===== config.mk =====
export PLATFORM = sky130hd
export DESIGN_NAME = operand_fetch
export DESIGN_NICKNAME = d
export VERILOG_FILES = /design/src/rtl/operand_fetch_pkg.sv /design/src/rtl/operand_fetch_bypass.sv /design/src/rtl/operand_fetch.sv
export SDC_FILE = /design/constraint.sdc
export NUM_CORES = 1
export LEC_CHECK = 0
export ABC_AREA = 1
export BUFFER_PORTS_ARGS = -buffer_cell sky130_fd_sc_hd__buf_2
export CORE_MARGIN = 4
export CORE_UTILIZATION = 29
export CTS_CLUSTER_DIAMETER = 120
export DETAILED_ROUTE_END_ITERATION = 16
export SETUP_SLACK_MARGIN = 0.05
export SLEW_MARGIN = 25
export SYNTH_ARGS = -nofsm -noshare
export SYNTH_HDL_FRONTEND = slang
export SYNTH_HIERARCHICAL = 1
export SYNTH_SLANG_ARGS = --single-unit

===== constraint.sdc =====
create_clock -name clk -period 3.7 [get_ports clk]
set_input_delay 0.185 -clock clk [delete_from_list [all_inputs] [get_ports clk]]
set_output_delay 0.185 -clock clk [all_outputs]
set_load 0.05 [all_outputs]

===== src/rtl/operand_fetch_pkg.sv =====
// Shared constants and types for the operand fetch stage.
//   REG_IDX_W : register index width
//   DATA_W    : operand data width (signed)
//   OP_W      : opcode tag width
//   NUM_REGS  : number of architectural registers (all general purpose)
package operand_fetch_pkg;

    localparam int REG_IDX_W = 3;
    localparam int DATA_W    = 8;
    localparam int OP_W      = 4;
    localparam int NUM_REGS  = 8;

    typedef logic [REG_IDX_W-1:0]     reg_idx_t;
    typedef logic signed [DATA_W-1:0] data_t;
    typedef logic [OP_W-1:0]          op_t;

endpackage


===== src/rtl/operand_fetch_bypass.sv =====
// Per-operand write-back bypass mux.
// Ports:
//   i_src_idx  : source register index of this operand
//   i_base     : value used when the write port is not targeting i_src_idx
//   i_wb_valid : write port enable
//   i_wb_rd    : write port register index
//   i_wb_data  : write port data
//   o_data     : selected operand value
module operand_bypass
    import operand_fetch_pkg::*;
(
    input  logic     i_src_idx_valid_unused_never,
    input  reg_idx_t i_src_idx,
    input  data_t    i_base,
    input  logic     i_wb_valid,
    input  reg_idx_t i_wb_rd,
    input  data_t    i_wb_data,
    output data_t    o_data
);

    logic w_hit;

    assign w_hit  = i_wb_valid && (i_wb_rd == i_src_idx) && !i_src_idx_valid_unused_never;
    assign o_data = w_hit ? i_wb_data : i_base;

endmodule


===== src/rtl/operand_fetch.sv =====
// Two-stage operand fetch: S1 holds the instruction while the registered
// register file returns data, S2 is the output register toward execute.
// Ports:
//   clk, reset_n                  : clock, async active-low reset
//   in_valid/in_ready             : decode-side handshake
//   in_rs1, in_rs2, in_rd, in_op  : incoming instruction fields
//   rf_read_reg1/2                : register file read addresses
//   rf_read_data1/2               : register file data (one cycle after address)
//   wb_valid, wb_rd, wb_data      : copy of register file write port (bypass)
//   out_valid/out_ready           : execute-side handshake
//   out_a, out_b, out_rd, out_op  : fetched operands and passthrough fields
module operand_fetch
    import operand_fetch_pkg::*;
(
    input  logic     clk,
    input  logic     reset_n,
    input  logic     in_valid,
    output logic     in_ready,
    input  reg_idx_t in_rs1,
    input  reg_idx_t in_rs2,
    input  reg_idx_t in_rd,
    input  op_t      in_op,
    output reg_idx_t rf_read_reg1,
    output reg_idx_t rf_read_reg2,
    input  data_t    rf_read_data1,
    input  data_t    rf_read_data2,
    input  logic     wb_valid,
    input  reg_idx_t wb_rd,
    input  data_t    wb_data,
    output logic     out_valid,
    input  logic     out_ready,
    output data_t    out_a,
    output data_t    out_b,
    output reg_idx_t out_rd,
    output op_t      out_op
);

    logic     r_s1_valid;
    reg_idx_t r_s1_rs1, r_s1_rs2, r_s1_rd;
    op_t      r_s1_op;

    logic     r_out_valid;
    data_t    r_out_a, r_out_b;
    reg_idx_t r_out_rd, r_out_rs1, r_out_rs2;
    op_t      r_out_op;

    logic     w_advance2, w_accept, w_load2, w_hold2, w_sel_in;
    reg_idx_t w_idx_a, w_idx_b;
    data_t    w_base_a, w_base_b, w_byp_a, w_byp_b;

    assign w_advance2 = !r_out_valid || out_ready;
    assign in_ready   = !r_s1_valid || w_advance2;
    assign w_accept   = in_valid && in_ready;
    assign w_load2    = r_s1_valid && w_advance2;
    assign w_hold2    = r_out_valid && !out_ready;

    // With S1 empty the held indices are meaningless, so present the incoming
    // indices; this keeps the read port tracking decode through and after reset.
    assign w_sel_in     = in_ready && (in_valid || !r_s1_valid);
    assign rf_read_reg1 = w_sel_in ? in_rs1 : r_s1_rs1;
    assign rf_read_reg2 = w_sel_in ? in_rs2 : r_s1_rs2;

    // One mux per operand serves both the S1->S2 capture and the stalled-S2
    // refresh; the two cases are mutually exclusive.
    assign w_idx_a  = w_load2 ? r_s1_rs1      : r_out_rs1;
    assign w_idx_b  = w_load2 ? r_s1_rs2      : r_out_rs2;
    assign w_base_a = w_load2 ? rf_read_data1 : r_out_a;
    assign w_base_b = w_load2 ? rf_read_data2 : r_out_b;

    operand_bypass u_byp_a (
        .i_src_idx_valid_unused_never (1'b0),
        .i_src_idx  (w_idx_a),
        .i_base     (w_base_a),
        .i_wb_valid (wb_valid),
        .i_wb_rd    (wb_rd),
        .i_wb_data  (wb_data),
        .o_data     (w_byp_a)
    );

    operand_bypass u_byp_b (
        .i_src_idx_valid_unused_never (1'b0),
        .i_src_idx  (w_idx_b),
        .i_base     (w_base_b),
        .i_wb_valid (wb_valid),
        .i_wb_rd    (wb_rd),
        .i_wb_data  (wb_data),
        .o_data     (w_byp_b)
    );

    always_ff @(posedge clk or negedge reset_n) begin
        if (!reset_n) begin
            r_s1_valid  <= 1'b0;
            r_s1_rs1    <= '0;
            r_s1_rs2    <= '0;
            r_s1_rd     <= '0;
            r_s1_op     <= '0;
            r_out_valid <= 1'b0;
            r_out_a     <= '0;
            r_out_b     <= '0;
            r_out_rd    <= '0;
            r_out_op    <= '0;
            r_out_rs1   <= '0;
            r_out_rs2   <= '0;
        end else begin
            if (w_accept) begin
                r_s1_valid <= 1'b1;
                r_s1_rs1   <= in_rs1;
                r_s1_rs2   <= in_rs2;
                r_s1_rd    <= in_rd;
                r_s1_op    <= in_op;
            end else if (w_advance2) begin
                r_s1_valid <= 1'b0;
            end

            if (w_load2) begin
                r_out_valid <= 1'b1;
                r_out_a     <= w_byp_a;
                r_out_b     <= w_byp_b;
                r_out_rd    <= r_s1_rd;
                r_out_op    <= r_s1_op;
                r_out_rs1   <= r_s1_rs1;
                r_out_rs2   <= r_s1_rs2;
            end else if (w_hold2) begin
                r_out_a <= w_byp_a;
                r_out_b <= w_byp_b;
            end else if (w_advance2) begin
                r_out_valid <= 1'b0;
            end
        end
    end

    assign out_valid = r_out_valid;
    assign out_a     = r_out_a;
    assign out_b     = r_out_b;
    assign out_rd    = r_out_rd;
    assign out_op    = r_out_op;

endmodule


==> impl_metrics.json <==
{
  "nets": 465,
  "ys_warn_count": 6,
  "fillerInstances": 970,
  "multi_input_area_sq_mm": 0.00132,
  "hp-start": "in_rd[0]",
  "min_path_type": "in2reg",
  "overflow": 0,
  "gp_congestion": 0.775,
  "p_total_mw": 1.70,
  "maxCapViolCount": 0,
  "synth_mux_area_share_pct": 0,
  "die-area_sq_mm": 0.0107,
  "path_clk_slew_ns": 0.09,
  "status": "finished, final reports clean",
  "period_needed_ns": 2.18,
  "slew_violations": 0,
  "postCtsHoldBufs": 0,
  "via_count": 2433,
  "track_usage_pct": 13.5,
  "synth_common_cells": "166 x nand2_1, 80 x nand3_1, 44 x dfrtp_1",
  "areaGrowthSynthToFinish_pct": 18.8,
  "synth_top_cell_area_share_pct": 41.8,
  "dr.first_iter.drc_count": 177,
  "rsz0062_at_grt": "false",
  "io_pins": 76,
  "synth.avg_cell_area_sq_um": 7.48,
  "p_leak_nw": 1.82,
  "hold_viol_final": 0,
  "crit_end": "rf_read_reg2[2]",
  "n_antenna_cell": 0,
  "worstMarginPinSlew_ns": 0.602,
  "start_util_pct": 30.0,
  "routedWlPerCell_um": 13.3,
  "seqCellArea_sq_mm": 0.00110,
  "grt_pass1_vias": 2286,
  "final_area_sq_mm": 0.00313,
  "final_cells": 529,
  "clock_latency_ns": 0.30,
  "clock.fmax_mhz": 460,
  "synthAdderAreaFrac_pct": 0,
  "path_max_fanout": 32,
  "cts_root_buf": "clkbuf_8",
  "cts.path.max_buffers": 2,
  "cts_setup_buffers": 0,
  "vdd_drop_max_mv": 0.176,
  "startpoint_type": "register",
  "tns_ns": 0,
  "crit_required_ns": 3.51,
  "grt_pass1_wl_um": 11200,
  "path_class": "reg2out",
  "cts_resized": 0,
  "clock_skew_ns": 0.00501,
  "port_buffers": 75,
  "via_per_inst": 4.60,
  "postSynthCellCount": 352,
  "yosysSeqAreaShare_pct": 41.8,
  "tritoncts": "yes",
  "synth_top_area_cell": "dfrtp_1",
  "synth-seq-cells": 44,
  "utilization_pct": 35.7,
  "syn_area_sq_mm": 0.00263,
  "synth_top_family_by_area": "simple AND/OR/NAND/NOR gates",
  "cts.sinks": 44,
  "yosysMostFrequentCell": "nand2_1",
  "async_flop_share_pct": 100,
  "post-place-ws_ns": 1.62,
  "reg2regPathDepth": 13,
  "wl_um": 7030,
  "grt_max_degree": 47,
  "synth.area.top_cells": "dfrtp_1 42%, nand2_1 24%, nand3_1 15%, nand2_2 3.3%, nor2_8 3.0%",
  "dpl_cell_area_sq_mm": 0.00300,
  "whs_ns": 0.111,
  "synth_xor_area_share_pct": 0,
  "finalCritPeriodShare_pct": 58.8,
  "dr.pass1.iters": 5,
  "slew_headroom_pct": 59.8,
  "cp-end-kind": "primary output",
  "placementRows": 34,
  "cts.htree.levels": 2,
  "powerDensity_mw_per_mm2": 543,
  "worstPathArrival_ns": 1.99,
  "setup_viol": 0,
  "layout-drive-gt1-share_pct": 28.0,
  "rr_endpoint": "out_b[4]",
  "die_y_um": 103,
  "die_x_um": 103,
  "antenna_found_initial": 0,
  "synth_compound_area_share_pct": 0,
  "synth-edff-count": 0,
  "synth_cell_types": 17,
  "synth-simple-area-share_pct": 49.7,
  "ant_nets": 0,
  "core_sq_mm": 0.00876,
  "placedCellCount": 520,
  "dpl.hpwl_um": 4980,
  "timing.final.ws_setup_ns": 1.52,
  "r2r_start": "out_valid",
  "rrSetupSlack_ns": 1.61,
  "drc": 0,
  "ys.flop_type": "dfrtp_1",
  "crit_start": "r_s1_valid",
  "cts_buffers": 5
}
[state kept, by name (all words and copies together), names as in the netlist]
| register | count |
|---|---|
| r_out_rs1 | 3 |
| r_out_rs2 | 3 |
| out_valid | 1 |
| out_b | 8 |
| out_op | 4 |
| out_a | 8 |
| r_s1_op | 4 |
| r_s1_rs1 | 3 |
| r_s1_rs2 | 3 |
| out_rd | 3 |
| r_s1_rd | 3 |
| r_s1_valid | 1 |
[cells by family (layout without fill, tap and decap cells)]
group,Yosys count,in the layout
DFF,44,44
and+or+nand+nor,274,274
other,1,2
buffers and inverters,33,101
[cell usage in the layout (no fill, tap or decap), drive strengths merged]
master	count
nand2	185
nand3	81
buf	77
dfrtp	44
inv	16
nor2	8
clkbuf	5
conb	2
bufinv	1
clkinvlp	1
dlygate4sd3	1
[report_power, final]
part	switching, mW	total (mW)	internal [mW]
clock network	0.183	0.387	0.204
registers	0.0621	0.633	0.571
logic	0.506	0.679	0.173
total	0.751	1.70	0.947
[how the worst min path moves through the flow]
stage               cells after the start  slack [ns]          to
floorplan                               0       -0.11    out_a[0]
global placement                        1        0.42   out_op[1]
detailed placement                      1        0.42   out_op[2]
CTS                                     1        0.08    out_a[5]
global route                            3        0.10  r_s1_rd[0]
finish                                  3        0.11  r_s1_rd[0]
[final cells by class]
cell class                      count  area share [%]
Clock buffer                        5            2.20
Clock inverter                      3            1.48
Inverter                           15            1.80
Multi-Input combinational cell    276            42.1
Sequential cell                    44            35.2
Tap cell                          108            4.32
Timing Repair Buffer               78            12.9
[critical path: stages, from the launching register on]
cell and delay, ns:
dfrtp_1 0.38, buf_4 0.38, nand3_4 0.29, nand2_1 0.25, nand2_1 0.08, nand2_1 0.06, buf_2 0.26
[metal layers]
metal	up-vias	track usage, %	routed length (um)
met3	8	3.02	454
met5	-	0	0
li1	1242	-	-
met2	78	20.5	3130
met4	0	3.39	89
met1	1105	19.4	3360
No activity file was read; power rests on OpenSTA's default activity.
